`src/rtl/mem_access_ctrl.sv`:
```
// Sequencer for the MAR/MDR memory port: loads MAR, strobes memory, waits for
// mem_ready (bounded by a timeout) and steers the MDR mux/load for reads/writes.
module mem_access_ctrl #(
  parameter int unsigned TIMEOUT_CYCLES = 64,
  parameter int unsigned CNT_W          = 8
) (
  input  logic clock,
  input  logic reset,
  input  logic rd_req,
  input  logic wr_req,
  input  logic mem_ready,
  output logic MARin,
  output logic MDRin,
  output logic MDR_sel,
  output logic MDRout,
  output logic mem_read,
  output logic mem_write,
  output logic busy,
  output logic done,
  output logic err
);

  localparam logic [CNT_W-1:0] CNT_LAST = CNT_W'(TIMEOUT_CYCLES - 1);
  localparam logic [CNT_W-1:0] CNT_MAX  = '1;

  typedef enum logic [2:0] {
    IDLE    = 3'd0,
    MAR_LD  = 3'd1,
    RD_WAIT = 3'd2,
    RD_CAP  = 3'd3,
    WR_WAIT = 3'd4,
    FIN     = 3'd5,
    FAIL    = 3'd6
  } state_t;

  state_t           state;
  state_t           state_nxt;
  logic             is_wr;
  logic             is_wr_nxt;
  logic             accept;
  logic             timeout_hit;
  logic [CNT_W-1:0] wait_cnt;

  assign accept      = (state == IDLE) && (rd_req || wr_req);
  assign timeout_hit = (wait_cnt >= CNT_LAST);

  // Next-state decode; read wins when both requests arrive together
  always_comb begin
    state_nxt = state;
    is_wr_nxt = accept ? !rd_req : is_wr;
    case (state)
      IDLE:    if (accept) state_nxt = MAR_LD;
      MAR_LD:  state_nxt = is_wr ? WR_WAIT : RD_WAIT;
      RD_WAIT: begin
        if (mem_ready)        state_nxt = RD_CAP;
        else if (timeout_hit) state_nxt = FAIL;
      end
      RD_CAP:  state_nxt = FIN;
      WR_WAIT: begin
        if (mem_ready)        state_nxt = FIN;
        else if (timeout_hit) state_nxt = FAIL;
      end
      FIN:     state_nxt = IDLE;
      FAIL:    state_nxt = IDLE;
      default: state_nxt = IDLE;
    endcase
  end

  // State, direction flag, saturating wait counter and Moore outputs decoded from next state
  always_ff @(posedge clock) begin
    if (!reset) begin
      state     <= IDLE;
      is_wr     <= 1'b0;
      wait_cnt  <= '0;
      MARin     <= 1'b0;
      MDRin     <= 1'b0;
      MDR_sel   <= 1'b0;
      MDRout    <= 1'b0;
      mem_read  <= 1'b0;
      mem_write <= 1'b0;
      busy      <= 1'b0;
      done      <= 1'b0;
      err       <= 1'b0;
    end else begin
      state <= state_nxt;
      is_wr <= is_wr_nxt;
      if (state == MAR_LD)
        wait_cnt <= '0;
      else if ((state == RD_WAIT || state == WR_WAIT) && !mem_ready && wait_cnt != CNT_MAX)
        wait_cnt <= wait_cnt + CNT_W'(1);
      MARin     <= (state_nxt == MAR_LD);
      MDRin     <= ((state_nxt == MAR_LD) && is_wr_nxt) || (state_nxt == RD_CAP);
      MDR_sel   <= (state_nxt == RD_WAIT) || (state_nxt == RD_CAP);
      MDRout    <= (state_nxt == WR_WAIT);
      mem_read  <= (state_nxt == RD_WAIT) || (state_nxt == RD_CAP);
      mem_write <= (state_nxt == WR_WAIT);
      busy      <= (state_nxt != IDLE);
      done      <= (state_nxt == FIN);
      err       <= (state_nxt == FAIL);
    end
  end

endmodule
```
`config.mk`:
```
export PLATFORM = sky130hd
export DESIGN_NAME = mem_access_ctrl
export DESIGN_NICKNAME = d
export VERILOG_FILES = /design/src/rtl/mem_access_ctrl.sv
export SDC_FILE = /design/constraint.sdc
export NUM_CORES = 1
export LEC_CHECK = 0
export CORE_ASPECT_RATIO = 0.7
export CORE_MARGIN = 1
export CORE_UTILIZATION = 46
export CTS_CLUSTER_DIAMETER = 60
export DETAILED_ROUTE_END_ITERATION = 6
export HOLD_SLACK_MARGIN = 0.12
export PLACE_DENSITY_LB_ADDON = 0.12
export SLEW_MARGIN = 20
export SYNTH_ARGS = -nofsm -noshare
export SYNTH_HDL_FRONTEND = slang
export SYNTH_SLANG_ARGS = --single-unit
export TNS_END_PERCENT = 5
```
`constraint.sdc`:
```
create_clock -name clock -period 1.55 [get_ports clock]
set_input_delay 0.155 -clock clock [delete_from_list [all_inputs] [get_ports clock]]
set_output_delay 0.155 -clock clock [all_outputs]
set_load 0.02 [all_outputs]
```
# Word level (Yosys, flattened, before mapping)
# Index checks and enable logic that the tools add are counted.
# op_classes
n_bitwise	1
n_reduce_logical	13
n_addsub	1
order_cmp	1
eq_ne	11
mux	7
# op_table
cell	n
$mux 3	5
$pmux 3 s5	1
$eq 3x2->1 const B	4
$eq 3x3->1 const B	4
$add 8x1->8 const B	1
$ge 8x6->1 const B	1
$ne 8x8->1 const B	1
$eq 3x1->1 const B	2
$logic_and 1x1->1	4
$logic_or 1x1->1	4
$logic_not 3->1	1
$reduce_bool 3->1	1
$logic_not 1->1	2
$reduce_or 2->1	1
$mux 1	1
$not 1->1	1
# totals
inputBits	5
elab_cells	44
regBits	19
out_inout_bits	9

# Logic depth before layout (Yosys ltp)
# logic_depth
ltp_word	7
depth_mapped	7
ltp_nobuf	6

# Worst setup path before layout
# OpenSTA, ideal clock, no wires.
# synth_timing
path_type	register -> register
startpoint	register wait_cnt[0]
endpoint	register wait_cnt[7]
t_arrival_ns	1.380
required_time_ns	1.429
n_path_buf	1
path_stages_with_launch	8
setup_slack_ns	0.049
cell_sequence	dfxtp_1 -> ha_1 -> inv_1 -> o311ai_1 -> buf_6 -> nor3_1 -> xnor2_1 -> nor2_1
# synth_via
elab_chain_cells	2
word_cells_on_any_way	3
cone_classes	add/sub (1); eq/ne (1); reduce/logical (1)
# synth_lines
item	line	text
start: declaration	42	logic [CNT_W-1:0] wait_cnt;
start signal: assignment	90	wait_cnt <= wait_cnt + CNT_W'(1);
parallel branches: the longest is 2 deep, another holds $add 8x1->8	n/a	
# Several ways; the timed one is not identified.
# A chain may end at the register's enable or synchronous reset.

# Worst setup path in the final report
# layout_timing
startpoint	register state[1]
endpoint	register wait_cnt[7]
# layout_via
elab_chain_cells	4
word_cells_on_any_way	7
cone_classes	eq/ne (3); reduce/logical (4)
# layout_lines
item	line	text
start: declaration	36	state_t state;
start signal: assignment	85	state <= state_nxt;
$eq 3x2->1 / $eq 3x3->1 (equally long branches)	89	else if ((state == RD_WAIT || state == WR_WAIT) && !mem_ready && wait_cnt != CNT_MAX)
$logic_or 1x1->1	89	
$logic_and 1x1->1 (2 in a row)	89	
# Parallel ways exist; a longest one is shown, timed or not.

==> results.yml <==
outcome:
  outcome: "completed"
global_route:
  grt_max_degree: 13
  antenna_found_initial: 0
  grt_pass1_wl_mm: 3.15
  grt.total_usage_pct: 22.3
  grt_pass1_vias: 686
  grt_overflow: 0
floorplan:
  initial_core_util_pct: 52.1
  rows: 12
  ios: 14
  core_area_mm2: 0.00168
  die_w_um: 54.2
  die_h_um: 38.5
  die_area_mm2: 0.00209
power_and_ir_drop:
  ir_drop_uv: 826
  pwr-share-seq_pct: 47.3
  switching_share_pct: 32.3
  p_comb_share_pct: 33.3
  p_sw_uw: 405
  pwr-share-clk_pct: 19.4
  power.density_mw_per_mm2: 1040
  intPower_uw: 848
  p_leak_nw: 0.461
critical_path:
  startpoint_type: "flop"
  cp.arrival_ps: 1730
  r2r_start: "state[1]"
  max_stage_delay_ps: 420
  path_cells: "xor2_2 > o311ai_4 > buf_6 > buf_4 > nor3_2 > xnor2_1 > nor2_1"
  critPathMaxFanout: 8
  cp-end-kind: "flop"
  r2r_slack_ps: 0.09
  cp-startpoint: "state[1]"
  crit_slowest_cell: "dfxtp_4"
  critPathCapture: "wait_cnt[7]"
  rr_worst_depth: 7
  r2r-end: "wait_cnt[7]"
  path_class: "flop to flop"
  crit_required_ps: 1730
finish:
  final_cells: 148
  area_delta_synth_final_pct: 37.3
  num_antenna_cells: 0
  drive_gt1_share_pct: 29.9
  postLayoutCellArea_mm2: 0.00120
  final_nets: 134
  finish.utilization_pct: 71.5
worst_hold_path:
  hold_start: "reset"
  worstHoldPathType: "input pin to flop"
place:
  port_buffers: 13
  dp_cells: 140
  pre_cts_slack_ps: -98.6
  postPlaceCellArea_mm2: 0.00108
  hpwl_mm: 1.34
  gp_congestion: 0.783
logic_synthesis:
  synth_warnings: 0
  ys_types: 37
  synth_xor_area_share_pct: 5.00
  synth-simple-area-share_pct: 29.7
  synthMuxAreaShare_pct: 1.14
  synth_top_area_cell: "dfxtp_1"
  ys_ff_latch: 19
  synthAdderAreaFrac_pct: 1.43
  syn_nets: 105
  ys_top_cells_by_area: "dfxtp_1 (43%), nor2_1 (4.7%), nand2_1 (3.9%), buf_6 (3.9%), xnor2_1 (3.0%)"
  synth_top_family_by_area: "simple AND/OR/NAND/NOR gates"
  syn_area_per_cell_um2: 8.85
  synth_compound_area_share_pct: 11.9
  yosys.area.top_type_share_pct: 43.4
  synth_seq_area_share_pct: 43.4
  syn_inst: 99
  syn_area_um2: 876
clock_network:
  clockBufferDepth: 2
  insertion_delay_ps: 290
  path_clk_slew_ps: 100
  clkSinkCount: 19
  root_buffer: "clkbuf_4"
  cts_tree: "yes"
  holdBufCountCts: 0
  cts_buffers: 3
  cts_max_level: 1
sta:
  post-route-min-period_ps: 1550
  rsz0062_at_grt: "yes"
  slew_headroom_pct: 76.4
  setup_viol: 0
  finalCritPeriodShare_pct: 100
  hold_viol: 0
  whs_ps: 526
  fin_skew_ps: 3.89
  worst_slack_ps: 0.0867
  clock.fmax_mhz: 645
  tightest_slew_ps: 351
  drv_slew: 0
detailed_routing:
  drt_iter0_drc: 37
  drt_first_pass_iters: 4
  finalWirelength_mm: 2.20
  final_antenna_net_count: 0
  remaining_drc_errors: 0
  drt-wirelength-per-cell_um: 14.9
  routed_via_density: 5.47
  vias: 809
flow_run:
  timing.max_cap.violations: 0
flip-flops by register name, indices dropped and copies added, names as in the netlist:
signal	cells
wait_cnt	8
state	3
MARin	1
MDRin	1
busy	1
done	1
err	1
is_wr	1
mem_read	1
mem_write	1
logic make-up (layout without fill, tap and decap cells):
family / count (synthesis) / count (layout)
XOR/XNOR: 5 / 5
adder cells (fa/ha/maj): 1 / 1
AO/OA/AOI/OAI: 15 / 15
buffers and inverters: 9 / 37
flip-flops: 19 / 19
multiplexers: 1 / 1
AND/OR/NAND/NOR: 49 / 49
cell type report:
cell class              instances  area (um^2)
fillers                       126          479
multi-input cells              71          478
repair buffers                 31          267
flip-flops and latches         19          398
inverters                       2         7.51
clock buffers                   4         26.3
well taps                      21         26.3
cell usage after synthesis (all sizes together):
cell type,count
a211oi,1
a21o,1
a21oi,4
a311oi,1
and2,2
and3,1
and4,1
buf,6
clkbuf,1
dfxtp,19
ha,1
inv,2
mux2i,1
nand2,9
nand2b,1
nand3,4
nand3b,1
nand4,1
nand4b,1
nor2,12
nor2b,2
nor3,5
nor3b,3
nor4,1
nor4b,2
o211a,1
o21a,1
o21ai,5
o311ai,1
or3,3
xnor2,3
xor2,2
worst min path at each step:
| stage | to | depth (start not counted) |
|---|---|---|
| final | state[1] | 2 |
| after global routing | state[1] | 2 |
| after CTS | state[1] | 2 |
| after detailed placement | wait_cnt[6] | 2 |
| after global placement | wait_cnt[5] | 2 |
| after floorplan | MDRin | 2 |
routing by layer:
metal / vias to the layer above / global-route usage, % / part of all wire, %
li1: 397 / - / -
met1: 376 / 29.4 / 45
met2: 30 / 35.1 / 47
met3: 6 / 7.14 / 5.7
met4: 0 / 5.77 / 2.5
met5: - / 0 / 0
critical path: cells and delay by family, from the launching register on:
family,cells,cell delay [ps]
buffers and inverters,2,290
DFF,1,420
AOI/OAI and AO/OA,1,140
xor gates and xnor gates,2,350
and+or+nand+nor,2,240
placed cells by master, fill, tap and decap left out, types with 2 or more instances in the layout:
master           Yosys  final
a21oi_1              3      3
and2_1               2      2
buf_4                2     16
clkbuf_4             0      3
clkdlybuf4s50_1      0     13
dfxtp_1             19     11
dfxtp_2              0      5
dfxtp_4              0      3
nand2_1              9      9
nand3_1              4      4
nor2_1              11     11
nor2b_1              2      2
nor3_1               5      3
nor3_2               0      2
nor3b_1              3      3
nor4b_1              2      2
o21ai_0              4      4
or3_1                3      3
xnor2_1              3      3
through the flow:
step / setup TNS, ps / total power, mW
4_1_cts: 0 / 1.23
6_report: 0 / 1.25
2_1_floorplan: 0 / 0.830
3_5_place_dp: -459 / 0.965
3_3_place_gp: -153 / 0.956
5_1_grt: -162 / 1.32
repair_timing:
action | CTS | global route
setup endpoints to repair | 5 | 14
setup buffers | 1 | 2
cloned | 1 | 0
gates resized for setup | 6 | 15
pin swaps | 1 | 6
power by group through the flow:
stage	Combinational [mW]	Clock, mW	Sequential (mW)
4_1_cts	0.381	0.258	0.590
3_5_place_dp	0.366	0	0.599
5_1_grt	0.446	0.276	0.597
3_3_place_gp	0.359	0	0.597
6_report	0.417	0.243	0.593
2_1_floorplan	0.224	0	0.606
(Power assumes the default switching activity.)
